--- src/rtl/mlp_pkg.sv ---
// mlp_pkg: shared width defaults and saturation limits for the mlp_v1 datapath.
// Holds the default DATA_W/ADDR_W/ACC_W/FRAC_BITS and the signed clamp bounds
// for the accumulator and the written neuron at those default widths.
package mlp_pkg;
  localparam int DATA_W    = 8;
  localparam int ADDR_W    = 12;
  localparam int ACC_W     = 24;
  localparam int FRAC_BITS = 4;
  localparam int DATA_MAX  = (2 ** (DATA_W - 1)) - 1;
  localparam int DATA_MIN  = -(2 ** (DATA_W - 1));
  localparam int ACC_MAX   = (2 ** (ACC_W - 1)) - 1;
  localparam int ACC_MIN   = -(2 ** (ACC_W - 1));
endpackage

--- src/rtl/mac_neuron_unit_if.sv ---
// mac_neuron_unit_if: control strobes, memory read data and output-neuron write port.
// master: control_unit/memory side (drives strobes and read data, observes write port).
// slave : mac_neuron_unit side (consumes strobes and data, drives write port and flags).
interface mac_neuron_unit_if #(
  parameter int DATA_W = mlp_pkg::DATA_W,
  parameter int ADDR_W = mlp_pkg::ADDR_W
);
  logic                     reset_mult_acc;
  logic                     write_neuron;
  logic [ADDR_W-1:0]        output_neuron_addr;
  logic                     done;
  logic signed [DATA_W-1:0] neuron_data;
  logic signed [DATA_W-1:0] weight_data;
  logic                     neuron_wr_en;
  logic [ADDR_W-1:0]        neuron_wr_addr;
  logic signed [DATA_W-1:0] neuron_wr_data;
  logic                     layer_done;
  logic                     acc_overflow;
  modport master (
    output reset_mult_acc, write_neuron, output_neuron_addr, done, neuron_data, weight_data,
    input  neuron_wr_en, neuron_wr_addr, neuron_wr_data, layer_done, acc_overflow
  );
  modport slave (
    input  reset_mult_acc, write_neuron, output_neuron_addr, done, neuron_data, weight_data,
    output neuron_wr_en, neuron_wr_addr, neuron_wr_data, layer_done, acc_overflow
  );
endinterface

--- src/rtl/ctrl_delay.sv ---
// ctrl_delay: DEPTH-stage, WIDTH-bit shift register with synchronous active-low clear.
// Ports: clk, rst_n (sync, active low), d (input word), q (d delayed DEPTH cycles).
module ctrl_delay #(
  parameter int WIDTH = 1,
  parameter int DEPTH = 1
) (
  input  logic             clk,
  input  logic             rst_n,
  input  logic [WIDTH-1:0] d,
  output logic [WIDTH-1:0] q
);
  logic [WIDTH-1:0] sr [DEPTH];
  always_ff @(posedge clk)
    if (!rst_n) sr <= '{default: '0};
    else begin
      sr[0] <= d;
      for (int i = 1; i < DEPTH; i++) sr[i] <= sr[i-1];
    end
  assign q = sr[DEPTH-1];
endmodule

--- src/rtl/mac_neuron_unit.sv ---
// mac_neuron_unit: signed MAC, scale, saturate (optional ReLU) and write one output neuron.
// Ports: clk, rst_n (sync, active low), bus (mac_neuron_unit_if.slave): control_unit strobes
// and memory read data in; output-neuron write port, layer_done and sticky acc_overflow out.
// Build option: define MAC_RELU_EN to write negative results as 0.
module mac_neuron_unit #(
  parameter int DATA_W    = mlp_pkg::DATA_W,
  parameter int ADDR_W    = mlp_pkg::ADDR_W,
  parameter int ACC_W     = mlp_pkg::ACC_W,
  parameter int FRAC_BITS = mlp_pkg::FRAC_BITS,
  parameter int MEM_LAT   = 1
) (
  input logic            clk,
  input logic            rst_n,
  mac_neuron_unit_if.slave bus
);
  localparam logic signed [ACC_W-1:0] acc_max = {1'b0, {(ACC_W-1){1'b1}}};
  localparam logic signed [ACC_W-1:0] acc_min = {1'b1, {(ACC_W-1){1'b0}}};
  localparam logic signed [ACC_W-1:0] out_max = ACC_W'((2 ** (DATA_W - 1)) - 1);
  localparam logic signed [ACC_W-1:0] out_min = ACC_W'(-(2 ** (DATA_W - 1)));
  logic                     rm_d, wn_d, done_d;
  logic [ADDR_W-1:0]        addr_d;
  logic signed [ACC_W-1:0]  acc, acc_next, acc_sh;
  logic signed [2*DATA_W-1:0] prod;
  logic signed [ACC_W:0]    sum;
  logic                     sum_ovf, wr_go;
  logic signed [DATA_W-1:0] out_sat, wr_val;
  logic                     wr_en_q, ovf_q;
  logic [ADDR_W-1:0]        wr_addr_q;
  logic signed [DATA_W-1:0] wr_data_q;
  // Controls are delayed by the memory read latency so they meet their data words.
  ctrl_delay #(.WIDTH(ADDR_W + 3), .DEPTH(MEM_LAT)) u_ctrl (
    .clk   (clk),
    .rst_n (rst_n),
    .d     ({bus.reset_mult_acc, bus.write_neuron, bus.done, bus.output_neuron_addr}),
    .q     ({rm_d, wn_d, done_d, addr_d})
  );
  // One extra stage so layer_done lines up with the registered final write.
  ctrl_delay #(.WIDTH(1), .DEPTH(1)) u_done (
    .clk   (clk),
    .rst_n (rst_n),
    .d     (done_d),
    .q     (bus.layer_done)
  );
  assign prod     = (2*DATA_W)'(bus.neuron_data) * (2*DATA_W)'(bus.weight_data);
  assign sum      = (ACC_W+1)'(acc) + (ACC_W+1)'(prod);
  // One guard bit: a disagreement between the top two bits means the sum left ACC_W range.
  assign sum_ovf  = sum[ACC_W] ^ sum[ACC_W-1];
  assign acc_next = sum_ovf ? (sum[ACC_W] ? acc_min : acc_max) : sum[ACC_W-1:0];
  assign acc_sh   = acc >>> FRAC_BITS;
  assign out_sat  = acc_sh > out_max ? out_max[DATA_W-1:0] :
                    acc_sh < out_min ? out_min[DATA_W-1:0] : acc_sh[DATA_W-1:0];
`ifdef MAC_RELU_EN
  assign wr_val   = out_sat[DATA_W-1] ? '0 : out_sat;
`else
  assign wr_val   = out_sat;
`endif
  assign wr_go    = wn_d && !rm_d;
  always_ff @(posedge clk)
    if (!rst_n) begin
      acc       <= '0;
      ovf_q     <= 1'b0;
      wr_en_q   <= 1'b0;
      wr_addr_q <= '0;
      wr_data_q <= '0;
    end else begin
      acc     <= rm_d ? '0 : wn_d ? acc : acc_next;
      ovf_q   <= ovf_q | (!rm_d && !wn_d && sum_ovf);
      wr_en_q <= wr_go;
      if (wr_go) begin
        wr_addr_q <= addr_d;
        wr_data_q <= wr_val;
      end
    end
  assign bus.neuron_wr_en   = wr_en_q;
  assign bus.neuron_wr_addr = wr_addr_q;
  assign bus.neuron_wr_data = wr_data_q;
  assign bus.acc_overflow   = ovf_q;
endmodule

--- src/flat_wrapper.sv ---
// flat-port wrapper written by rule: the top's interface ports become plain ports
module mac_neuron_unit_flat 
#(
  parameter int DATA_W    = mlp_pkg::DATA_W,
  parameter int ADDR_W    = mlp_pkg::ADDR_W,
  parameter int ACC_W     = mlp_pkg::ACC_W,
  parameter int FRAC_BITS = mlp_pkg::FRAC_BITS,
  parameter int MEM_LAT   = 1
)
  (clk, rst_n, bus_reset_mult_acc, bus_write_neuron, bus_output_neuron_addr, bus_done, bus_neuron_data, bus_weight_data, bus_neuron_wr_en, bus_neuron_wr_addr, bus_neuron_wr_data, bus_layer_done, bus_acc_overflow);
  mac_neuron_unit_if #(.DATA_W(DATA_W), .ADDR_W(ADDR_W)) bus_i ();
  input logic clk;
  input logic rst_n;
  input wire logic [$bits(bus_i.reset_mult_acc)-1:0] bus_reset_mult_acc;
  input wire logic [$bits(bus_i.write_neuron)-1:0] bus_write_neuron;
  input wire logic [$bits(bus_i.output_neuron_addr)-1:0] bus_output_neuron_addr;
  input wire logic [$bits(bus_i.done)-1:0] bus_done;
  input wire logic [$bits(bus_i.neuron_data)-1:0] bus_neuron_data;
  input wire logic [$bits(bus_i.weight_data)-1:0] bus_weight_data;
  output wire logic [$bits(bus_i.neuron_wr_en)-1:0] bus_neuron_wr_en;
  output wire logic [$bits(bus_i.neuron_wr_addr)-1:0] bus_neuron_wr_addr;
  output wire logic [$bits(bus_i.neuron_wr_data)-1:0] bus_neuron_wr_data;
  output wire logic [$bits(bus_i.layer_done)-1:0] bus_layer_done;
  output wire logic [$bits(bus_i.acc_overflow)-1:0] bus_acc_overflow;
  assign bus_i.reset_mult_acc = bus_reset_mult_acc;
  assign bus_i.write_neuron = bus_write_neuron;
  assign bus_i.output_neuron_addr = bus_output_neuron_addr;
  assign bus_i.done = bus_done;
  assign bus_i.neuron_data = bus_neuron_data;
  assign bus_i.weight_data = bus_weight_data;
  assign bus_neuron_wr_en = bus_i.neuron_wr_en;
  assign bus_neuron_wr_addr = bus_i.neuron_wr_addr;
  assign bus_neuron_wr_data = bus_i.neuron_wr_data;
  assign bus_layer_done = bus_i.layer_done;
  assign bus_acc_overflow = bus_i.acc_overflow;
  mac_neuron_unit #(.DATA_W(DATA_W), .ADDR_W(ADDR_W), .ACC_W(ACC_W), .FRAC_BITS(FRAC_BITS), .MEM_LAT(MEM_LAT)) u_core (.clk(clk), .rst_n(rst_n), .bus(bus_i));
endmodule
--- config.mk ---
export PLATFORM = sky130hd
export DESIGN_NAME = mac_neuron_unit_flat
export DESIGN_NICKNAME = d
export VERILOG_FILES = /design/src/rtl/mlp_pkg.sv /design/src/rtl/mac_neuron_unit_if.sv /design/src/rtl/ctrl_delay.sv /design/src/rtl/mac_neuron_unit.sv /design/src/flat_wrapper.sv
export SDC_FILE = /design/constraint.sdc
export NUM_CORES = 1
export LEC_CHECK = 0
export CORE_ASPECT_RATIO = 0.5
export CORE_MARGIN = 1.5
export CORE_UTILIZATION = 66
export CTS_CLUSTER_DIAMETER = 150
export DETAILED_ROUTE_END_ITERATION = 10
export DONT_BUFFER_PORTS = 1
export HOLD_SLACK_MARGIN = 0.02
export PLACE_DENSITY = 0.94
export SYNTH_ARGS = -nofsm -noshare
export SYNTH_HDL_FRONTEND = slang
export SYNTH_SLANG_ARGS = --single-unit
export TNS_END_PERCENT = 100
--- constraint.sdc ---
create_clock -name clk -period 7.45 [get_ports clk]
set_input_delay 1.1175 -clock clk [delete_from_list [all_inputs] [get_ports clk]]
set_output_delay 1.1175 -clock clk [all_outputs]
set_load 0.005 [all_outputs]
==> results.toml <==
[route]
wire_per_inst_um = 18.36
vias = 5101
wl_met3_mm = 1.416
routed_wl_mm = 15.36
met2_wirelength_mm = 7.331
viasPerCell = 6.094
dr.pass1.iters = 5
drt_iter0_markers = 380
drc_errors = 0
routed.top_layer = "met4"
drtAntennaViolNets = 0
wl_met1_mm = 5.937

[timing]
fmax_ghz = 0.1493
fin_crit_ps = 6700
period_share = 0.8993
setup_tns_ps = 0
grt_setup_unrepaired = "no"
final_max_slew_viol_count = 0
tightest_slew_ps = 1265
fin_hold_ws_ps = 439.8
setup_viol = 0
hold_viol = 0
relSlewSlack = 0.1549
fin_skew_ps = 5.577

[clock_tree]
cts_buffers = 9
clk_pin_slew_ps = 50
cts_tree = "yes"
worstSkewPairLatency_ps = 320
cts.hold.buffers_added = 0
clock-sinks = 62
cts_resized = 0
cts_setup_buffers = 0
cts_max_level = 3
cts_max_path_buffers = 2
cts_root_buffer = "clkbuf_16"

[hold_path]
hold_path_class = "flip-flop to flip-flop"

[synthesis]
yosysUniqueCellTypes = 45
synth-async-reset-ratio = 0
yosys_warnings = 0
synth_edf_count = 0
synth_top_flop_cell = "dfxtp_1"
netlist_area_sq_um = 6643
ys_seq_elements = 62
syn_nets = 901
avgSynthCellArea_sq_um = 9.436
yosysSeqAreaShare = 0.1869
synthCells = 704

[setup_path]
arrival_ps = 6860
worst-path-buf-inv = 2
critical_path.endpoint_type = "flip-flop"
critical_path.startpoint_type = "input pin"
crit_type = "input pin to flip-flop"
cpMaxStageDelayCell = "fa_1"
path_common_cell = "fa_1"
worstPathRequired_ps = 7610
cp_cell_sequence = "and2_1, fa_1, inv_1, fa_1, inv_1, fa_1, fa_1, ha_1, ha_1, a21o_1, a21o_1, a21o_1, and3_1, a2111oi_2, nand3_2, a21oi_4, a221oi_1"
critPathMaxFanout = 16
r2r_slack_ps = 1630
cp_top_family = "adder cells"
max_stage_delay_ps = 700

[floorplanning]
core_area_sq_um = 9603
dieWidth_um = 144.9
die_h_um = 73.94
initial_core_util = 0.6917
fp-row-count = 25
die-area_sq_um = 10710
ios = 56

[global_route]
grt_pass1_wl_mm = 25.39
antenna_found_initial = 0
grt_overflow_total = 0
grt_max_degree = 40
grtUsageTotal = 0.3099
grt_pass1_vias = 5317

[placed_design]
dpl.hpwl_mm = 12.10
gp_congestion = 0.9826
portBuffers = 0
placed_cells = 824

[cells_and_area]
layout-drive-gt1-share = 0.03561
syn_to_final_growth_pct = 5.877
fin_nets = 897
diodes = 0
fin_cells = 837

[outcome]
run_status = "completed"

[job]
maxCapViolCount = 0
-- worst reg2reg max path, delay by kind of cell (launching register included) --
kind            cells  cell delay (ps)
fa+ha+maj           6             2740
buf+inv             5              620
flops               1              320
compound gates      7             1560
xor+xnor            1              500
-- cells in the final DEF, fill, tap and decap left out, types with 16 or more instances in the layout --
cell,synthesis,layout
inv_1,110,110
fa_1,108,108
dfxtp_1,62,62
nand2_1,61,61
o21ai_0,56,56
ha_1,56,56
and2_1,51,51
a21oi_1,44,44
a21boi_0,20,20
a21o_1,16,16
-- synth_stat cells, types with 5 or more instances --
master,number,area [sq um]
fa_1,108,2162
clkbuf_1,15,56.30
o21ai_0,56,280.3
nor3_1,7,35.03
ha_1,56,700.7
a21boi_0,20,150.1
inv_1,110,412.9
dfxtp_1,62,1241
nand4_1,7,43.79
nor2_1,12,45.04
and2_1,51,319.1
a21o_1,16,120.1
nand2_1,61,229.0
xor2_1,8,70.07
xnor2_1,15,131.4
nand2b_1,5,31.28
a21oi_1,44,220.2
-- per-stage QoR --
stage / cell area, sq um / utilization / worst slack (ps)
6_report: 7033 / 0.7324 / 750.2
5_1_grt: 7033 / 0.7324 / 370.1
4_1_cts: 7033 / 0.7324 / 746.6
3_5_place_dp: 6755 / 0.7035 / 453.9
3_3_place_gp: 6755 / 0.7035 / 723.7
2_1_floorplan: 6643 / - / 837.9
-- area by class of cell --
type / instances / area [sq um]
Multi-Input combinational cell: 511 / 4891
Fill cell: 624 / 2570
Sequential cell: 62 / 1241
Inverter: 111 / 416.7
Clock buffer: 11 / 242.7
Tap cell: 135 / 168.9
Timing Repair Buffer: 5 / 37.54
Clock inverter: 2 / 35.03
-- cell families (layout without fill, tap and decap cells) --
group           count (synthesis)  count (layout)  synth area share
simple gates                  164             164            0.1266
fa+ha+maj                     164             164            0.4310
xor+xnor                       23              23           0.03033
flops                          62              62            0.1869
compound gates                160             160            0.1484
buf+inv                       131             129           0.07685
-- per-layer routing --
metal  vias to the layer above  global-route usage
met5                         -                   0
met4                         0              0.1493
li1                       2265                   -
met1                      2467              0.3831
met2                       298              0.5280
met3                        71             0.07083
-- sequential cells by signal, summed over array words and instances (netlist names) --
| name | flops |
|---|---|
| u_core.u_done.q | 1 |
| u_core.acc | 24 |
| u_core.u_ctrl.q | 15 |
| u_core.bus.neuron_wr_en | 1 |
| u_core.bus.neuron_wr_addr | 12 |
| u_core.bus.neuron_wr_data | 8 |
| u_core.bus.acc_overflow | 1 |
-- worst paths after layout --
path                      start                           end  depth (start not counted)
max          bus_neuron_data[7]                 u_core.acc[6]                         17
min          u_core.u_ctrl.q[7]  u_core.bus.neuron_wr_addr[7]                          2
max reg2reg       u_core.acc[6]                u_core.acc[16]                         19
min reg2reg  u_core.u_ctrl.q[7]  u_core.bus.neuron_wr_addr[7]                          2
Power is left out: the tool's default activity adds up to more than one toggle a clock period on the data nets, which glitch-free logic cannot reach.
